--- config.mk ---
export PLATFORM = sky130hd
export DESIGN_NAME = dram_cmd_arbiter
export DESIGN_NICKNAME = d
export VERILOG_FILES = /design/src/rtl/dram_cmd_arbiter.sv
export SDC_FILE = /design/constraint.sdc
export NUM_CORES = 1
export LEC_CHECK = 0
export CORE_MARGIN = 2
export CORE_UTILIZATION = 40
export CTS_CLUSTER_DIAMETER = 40
export DETAILED_ROUTE_END_ITERATION = 6
export PLACE_DENSITY_LB_ADDON = 0.1
export SYNTH_ARGS = -nofsm -noshare
export SYNTH_HDL_FRONTEND = slang
export SYNTH_SLANG_ARGS = --single-unit
export TNS_END_PERCENT = 30
--- constraint.sdc ---
create_clock -name clk -period 9.3 [get_ports clk]
set_clock_uncertainty 0.05 [all_clocks]
set_input_delay 1.395 -clock clk [delete_from_list [all_inputs] [get_ports clk]]
set_output_delay 1.395 -clock clk [all_outputs]
set_load 0.005 [all_outputs]
--- src/rtl/dram_cmd_arbiter.sv ---
// rtl/dram_cmd_arbiter.sv - per-rank DRAM command arbiter with PREA/REF refresh sequencing
// Optional ARB_AGE_PRIORITY_EN: per-bank age counters let a starved bank override class priority.
module dram_cmd_arbiter #(
   parameter int NUM_BANKS  = 8,
   parameter int BA_BITS    = 3,
   parameter int CYCLE_TRRD = 4,
   parameter int CYCLE_TCCD = 4,
   parameter int CYCLE_TRP  = 11,
   parameter int CYCLE_TRFC = 88
) (
   input  logic                   clk,
   input  logic                   rst,
   input  logic [NUM_BANKS-1:0]   bank_req_valid,
   input  logic [2*NUM_BANKS-1:0] bank_req_cmd,
   input  logic [NUM_BANKS-1:0]   bank_timer_zero,
   input  logic [NUM_BANKS-1:0]   bank_tras_ok,
   output logic [NUM_BANKS-1:0]   bank_grant,
   output logic                   cmd_valid,
   output logic [2:0]             cmd_type,
   output logic [BA_BITS-1:0]     cmd_bank,
   input  logic                   ref_req,
   output logic                   ref_ack,
   output logic                   ref_busy
);
   localparam logic [1:0] S_NORMAL = 2'd0;
   localparam logic [1:0] S_DRAIN  = 2'd1;
   localparam logic [1:0] S_TRP    = 2'd2;
   localparam logic [1:0] S_TRFC   = 2'd3;

   localparam logic [1:0] REQ_ACT   = 2'd0;
   localparam logic [1:0] REQ_READ  = 2'd1;
   localparam logic [1:0] REQ_WRITE = 2'd2;

   localparam logic [2:0] CMD_NOP  = 3'd0;
   localparam logic [2:0] CMD_PREA = 3'd5;
   localparam logic [2:0] CMD_REF  = 3'd6;

   localparam logic [7:0] TRRD_LOAD = 8'(CYCLE_TRRD - 1);
   localparam logic [7:0] TCCD_LOAD = 8'(CYCLE_TCCD - 1);
   localparam logic [7:0] TRP_LOAD  = 8'(CYCLE_TRP - 1);
   localparam logic [7:0] TRFC_LOAD = 8'(CYCLE_TRFC - 1);

   logic [1:0]           state, state_nxt;
   logic [7:0]           trrd_cnt, tccd_cnt, wait_cnt;
   logic [BA_BITS-1:0]   rr_ptr;
   logic [NUM_BANKS-1:0] act_elig, rw_elig, pre_elig;
   logic [BA_BITS:0]     rw_pick, act_pick, pre_pick;
   logic                 win_found;
   logic [BA_BITS-1:0]   win_idx;
   logic [1:0]           win_cmd;
   logic                 arb_open;
   logic                 ref_ready;

   // Returns {found, bank}: first set bit searching upward from ptr+1, wrapping.
   function automatic logic [BA_BITS:0] rr_pick(input logic [NUM_BANKS-1:0] elig,
                                                input logic [BA_BITS-1:0]   ptr);
      logic               found;
      logic [BA_BITS-1:0] sel;
      logic [BA_BITS-1:0] idx;
      found = 1'b0;
      sel   = '0;
      for (int i = 1; i <= NUM_BANKS; i++) begin
         idx = ptr + BA_BITS'(i);
         if (!found && elig[idx]) begin
            found = 1'b1;
            sel   = idx;
         end
      end
      return {found, sel};
   endfunction

   // A pending refresh request closes arbitration in the same cycle it is seen.
   assign arb_open  = (state == S_NORMAL) && !ref_req;
   assign ref_ready = (&bank_timer_zero) && (&bank_tras_ok);

   always_comb begin
      act_elig = '0;
      rw_elig  = '0;
      pre_elig = '0;
      for (int b = 0; b < NUM_BANKS; b++) begin
         if (arb_open && bank_req_valid[b] && !bank_grant[b] && bank_timer_zero[b]) begin
            case (bank_req_cmd[2*b +: 2])
               REQ_ACT:             act_elig[b] = (trrd_cnt == 8'd0);
               REQ_READ, REQ_WRITE: rw_elig[b]  = (tccd_cnt == 8'd0);
               default:             pre_elig[b] = bank_tras_ok[b];
            endcase
         end
      end
   end

`ifdef ARB_AGE_PRIORITY_EN
   logic [NUM_BANKS-1:0] any_elig;
   logic [3:0]           age [NUM_BANKS];
   logic                 old_found;
   logic [BA_BITS-1:0]   old_idx;

   assign any_elig = act_elig | rw_elig | pre_elig;

   always_comb begin
      old_found = 1'b0;
      old_idx   = '0;
      for (int b = NUM_BANKS - 1; b >= 0; b--) begin
         if (any_elig[b] && (age[b] == 4'd15)) begin
            old_found = 1'b1;
            old_idx   = BA_BITS'(b);
         end
      end
   end

   always_ff @(posedge clk or posedge rst) begin
      if (rst) begin
         for (int b = 0; b < NUM_BANKS; b++) age[b] <= 4'd0;
      end else begin
         for (int b = 0; b < NUM_BANKS; b++) begin
            if (!bank_req_valid[b] || (win_found && (win_idx == BA_BITS'(b))))
               age[b] <= 4'd0;
            else if (any_elig[b] && (age[b] != 4'd15))
               age[b] <= age[b] + 4'd1;
         end
      end
   end
`endif

   always_comb begin
      rw_pick   = rr_pick(rw_elig, rr_ptr);
      act_pick  = rr_pick(act_elig, rr_ptr);
      pre_pick  = rr_pick(pre_elig, rr_ptr);
      win_found = 1'b1;
      if (rw_pick[BA_BITS])
         win_idx = rw_pick[BA_BITS-1:0];
      else if (act_pick[BA_BITS])
         win_idx = act_pick[BA_BITS-1:0];
      else if (pre_pick[BA_BITS])
         win_idx = pre_pick[BA_BITS-1:0];
      else begin
         win_found = 1'b0;
         win_idx   = '0;
      end
`ifdef ARB_AGE_PRIORITY_EN
      if (old_found) begin
         win_found = 1'b1;
         win_idx   = old_idx;
      end
`endif
   end

   assign win_cmd = bank_req_cmd[2*win_idx +: 2];

   always_comb begin
      state_nxt = state;
      case (state)
         S_NORMAL: if (ref_req)              state_nxt = S_DRAIN;
         S_DRAIN:  if (ref_ready)            state_nxt = S_TRP;
         S_TRP:    if (wait_cnt == 8'd0)     state_nxt = S_TRFC;
         default:  if (wait_cnt == 8'd0)     state_nxt = S_NORMAL;
      endcase
   end

   always_ff @(posedge clk or posedge rst) begin
      if (rst) begin
         state      <= S_NORMAL;
         trrd_cnt   <= 8'd0;
         tccd_cnt   <= 8'd0;
         wait_cnt   <= 8'd0;
         rr_ptr     <= BA_BITS'(NUM_BANKS - 1);
         bank_grant <= '0;
         cmd_valid  <= 1'b0;
         cmd_type   <= CMD_NOP;
         cmd_bank   <= '0;
         ref_ack    <= 1'b0;
         ref_busy   <= 1'b0;
      end else begin
         state      <= state_nxt;
         ref_busy   <= (state_nxt != S_NORMAL);
         bank_grant <= '0;
         cmd_valid  <= 1'b0;
         cmd_type   <= CMD_NOP;
         cmd_bank   <= '0;
         ref_ack    <= 1'b0;
         // Rank windows keep running through refresh.
         trrd_cnt   <= (trrd_cnt != 8'd0) ? trrd_cnt - 8'd1 : 8'd0;
         tccd_cnt   <= (tccd_cnt != 8'd0) ? tccd_cnt - 8'd1 : 8'd0;
         case (state)
            S_NORMAL: begin
               if (win_found) begin
                  bank_grant <= NUM_BANKS'(1) << win_idx;
                  cmd_valid  <= 1'b1;
                  cmd_type   <= {1'b0, win_cmd} + 3'd1;
                  cmd_bank   <= win_idx;
                  rr_ptr     <= win_idx;
                  if (win_cmd == REQ_ACT)
                     trrd_cnt <= TRRD_LOAD;
                  else if ((win_cmd == REQ_READ) || (win_cmd == REQ_WRITE))
                     tccd_cnt <= TCCD_LOAD;
               end
            end
            S_DRAIN: begin
               if (ref_ready) begin
                  cmd_valid <= 1'b1;
                  cmd_type  <= CMD_PREA;
                  wait_cnt  <= TRP_LOAD;
               end
            end
            S_TRP: begin
               if (wait_cnt == 8'd0) begin
                  cmd_valid <= 1'b1;
                  cmd_type  <= CMD_REF;
                  wait_cnt  <= TRFC_LOAD;
               end else begin
                  wait_cnt <= wait_cnt - 8'd1;
               end
            end
            default: begin
               if (wait_cnt == 8'd0)
                  ref_ack <= 1'b1;
               else
                  wait_cnt <= wait_cnt - 8'd1;
            end
         endcase
      end
   end
endmodule
==> impl_metrics.yaml <==
power_and_ir_drop:
  p_sw_share_pct: 54.6
  power_density_nw_per_um2: 270
  p_clk_share_pct: 11.5
  power_switching_mw: 1.01
  irDropWorstVdd_v: 0.000128
  power.leakage_nw: 2.64
  p_int_mw: 0.836
  share_seq_of_total_power_pct: 17.7
  power_frac_comb_pct: 70.8
run_status:
  status: "finished, violations left"
  violations: "design-rule violations"
layout:
  postLayoutCoreUtil_pct: 46.7
  final_cell_area_sq_um: 6820
  mostFrequentLayoutCell: "nor2_1"
  fin_nets: 851
  diodes: 0
  layout_common_cells: "nor2_1, clkdlybuf4s50_1, nand2_1"
  syn2layout_area_growth_pct: 13.4
  drive_gt1_share_pct: 10.1
sta:
  rsz0062_at_grt: "false"
  max_freq_mhz: 138
  slew_headroom_pct: 23.6
  hold_viol: 0
  tns_ns: 0
  maxSlewViolCount: 0
  tightestPinTransition_ns: 1.14
  period_share_pct: 77.8
  layout_setup_ws_ns: 2.06
  setup_violations: 0
  period_minus_slack_ns: 7.24
synthesis:
  syn-cell-area_sq_um: 6010
  synthArstFlopShare_pct: 100
  avgSynthCellArea_sq_um: 8.07
  seq_area_frac_synth_pct: 19.2
  synth.ff_latch_count: 46
  synth-edff-count: 0
  ys.flop_type: "dfrtp_1"
  synth.net_count: 818
  synthCells: 745
  synth_cell_types: 101
  yosys_warnings: 0
setup_path:
  r2r_cells: 18
  r2r_start: "rr_ptr[0]$_DFFE_PP1P_"
  critPathCaptureType: "flip-flop"
  crit_path_start_kind: "input pin"
  critical_path_class: "input pin to flip-flop"
  crit_slowest_cell: "nor2b_1"
  rrSetupSlack_ns: 2.45
  arrival_ns: 7.38
  cpPeakStageDelay_ns: 1.03
  required_ns: 9.44
  r2r-end: "tccd_cnt[4]$_DFF_PP0_"
  crit_chain: "clkdlybuf4s50_1 > nor2b_1 > nand3_1 > o32ai_2 > nor2_1 > a21boi_0 > o21ai_0 > nand3_1 > a21boi_0 > a21o_2 > mux2i_1 > mux2i_1 > mux2_2 > ha_1 > nor3b_1 > or2_2 > nor2_1"
  crit_path_max_fanout: 19
job:
  cap_violations: 0
routing:
  first_iter_violations: 705
  routed_wl_mm: 23.9
  route.detailed.vias_per_inst: 6.81
  antenna_left: 0
  drc_errors: 1
  first_pass_iters: 7
  wl_per_cell_um: 24.8
  vias: 6557
clocking:
  cts_buffers: 5
  post_cts_buffers: 0
  root_buffer: "clkbuf_16"
  cts_hold_buf: 0
  clkTransAtPathRegs_ns: 0.07
  cts_tree: "done"
  htreeDepth: 2
  post_cts_resize_count: 0
  clkLatencyLatePin_ns: 0.31
  cts_num_sinks: 46
  cts_max_path_buffers: 2
global_route:
  grt_overflow_total: 0
  antenna_found_initial: 0
  grt_max_degree: 47
  grt_pass1_wl_mm: 37.2
  track_usage_pct: 29.9
  grt_pass1_vias: 6285
hold_path:
  min_path_cells: 1
  hold_path.class: "flip-flop to flip-flop"
  whs_endpoint: "trrd_cnt[0]$_DFF_PP0_"
  min_from: "trrd_cnt[0]$_DFF_PP0_"
floorplanning:
  io_pins: 60
  core_sq_um: 14600
  initial_core_util_pct: 41.2
  dieWidth_um: 127
  die_h_um: 127
  die_area_sq_um: 16000
  rows: 44
placement:
  io_buffers: 59
  hpwl_mm: 18.7
  gp_congestion: 1.01
  dpl_worst_slack_ns: 1.81
  placed_area_sq_um: 6650
==> routing by layer <==
metal / vias to the layer above / part of all wire, % / global-route usage [%]
li1: 2916 / - / -
met1: 3197 / 43 / 41.8
met2: 385 / 44 / 46.3
met3: 59 / 8.4 / 4.68
met4: 0 / 3.7 / 11.4
met5: - / 0 / 0
==> per-stage QoR <==
stage | power [mW] | hold slack [ns] | cells
after floorplan | 1.20 | 0.413 | 745
after global placement | 1.59 | 0.433 | 955
after detailed placement | 1.59 | 0.445 | 955
after CTS | 1.81 | 0.455 | 963
after global routing | 1.94 | 0.493 | 963
final | 1.84 | 0.458 | 963
==> Yosys cell counts (all sizes together) (7+ instances only) <==
| cell type | instances | area share (%) |
|---|---|---|
| inv | 36 | 2.2 |
| xnor2 | 8 | 1.4 |
| nand3 | 25 | 2.1 |
| buf | 23 | 2.8 |
| a22oi | 10 | 1.2 |
| mux4 | 9 | 3.4 |
| a31oi | 11 | 1.1 |
| and4b | 12 | 2.0 |
| a2111oi | 8 | 1.6 |
| mux2i | 29 | 4.8 |
| a21oi | 31 | 2.6 |
| and2 | 8 | 0.87 |
| nor2 | 84 | 5.3 |
| dfrtp | 43 | 18 |
| o22a | 7 | 1.1 |
| nor4 | 15 | 2.4 |
| ha | 30 | 6.2 |
| nand2b | 10 | 1.0 |
| o32ai | 10 | 1.6 |
| or2 | 7 | 0.73 |
| nor3b | 8 | 1.1 |
| o21ai | 34 | 2.8 |
| nand4b | 12 | 2.0 |
| clkbuf | 16 | 1.0 |
| or3 | 8 | 1.1 |
| a211oi | 13 | 1.7 |
| nand4 | 14 | 1.5 |
| o22ai | 12 | 1.2 |
| nor3 | 36 | 3.3 |
| nand3b | 12 | 1.5 |
| nand2 | 60 | 3.8 |
==> critical path, delay by kind of cell <==
kind                     cells  cell delay [ns]
multiplexers                 3             0.67
buffers and inverters        1             0.73
adder cells (fa/ha/maj)      1             0.29
AND/OR/NAND/NOR              7             2.23
AO/OA/AOI/OAI                5             2.05
==> flip-flops by register name, indices dropped and copies added (netlist names) <==
register    count
ref_ack         1
trrd_cnt        8
bank_grant      8
cmd_valid       1
cmd_bank        3
ref_busy        1
tccd_cnt        8
cmd_type        3
state           2
wait_cnt        8
rr_ptr          3
==> area by class of cell <==
class	count	area, sq um
clock buffers	5	125
clock inverters	3	43.8
fillers	1413	7770
inverters	37	144
multi-input cells	623	4480
flip-flops and latches	46	1150
well taps	184	230
repair buffers	65	636
==> power groups by stage <==
| stage | combinational (mW) | sequential (mW) | clock [mW] |
|---|---|---|---|
| detailed placement | 1.26 | 0.327 | 0 |
| finish | 1.30 | 0.325 | 0.212 |
| global placement | 1.27 | 0.326 | 0 |
| floorplan | 0.888 | 0.312 | 0 |
| CTS | 1.27 | 0.325 | 0.216 |
| global route | 1.39 | 0.333 | 0.224 |
==> logic make-up after synthesis <==
| logic type | count (synthesis) | share of synthesized area (%) |
|---|---|---|
| flops | 46 | 19.2 |
| fa+ha+maj | 30 | 6.25 |
| buf+inv | 76 | 6.20 |
| mux | 44 | 9.39 |
| xor+xnor | 14 | 2.73 |
| compound gates | 199 | 24.0 |
| simple gates | 336 | 32.2 |
==> worst max-delay path by stage <==
stage          slack (ns)               endpoint             start  depth (start not counted)
2_1_floorplan        3.77  tccd_cnt[2]$_DFF_PP0_  bank_req_cmd[10]                         19
3_3_place_gp         2.13  tccd_cnt[4]$_DFF_PP0_  bank_req_cmd[12]                         18
3_5_place_dp         1.81  tccd_cnt[6]$_DFF_PP0_           ref_req                         17
4_1_cts              2.10  tccd_cnt[6]$_DFF_PP0_           ref_req                         17
5_1_grt              1.55  tccd_cnt[2]$_DFF_PP0_           ref_req                         17
6_report             2.06  tccd_cnt[4]$_DFF_PP0_           ref_req                         17
Power figures use the tool's default switching activity.
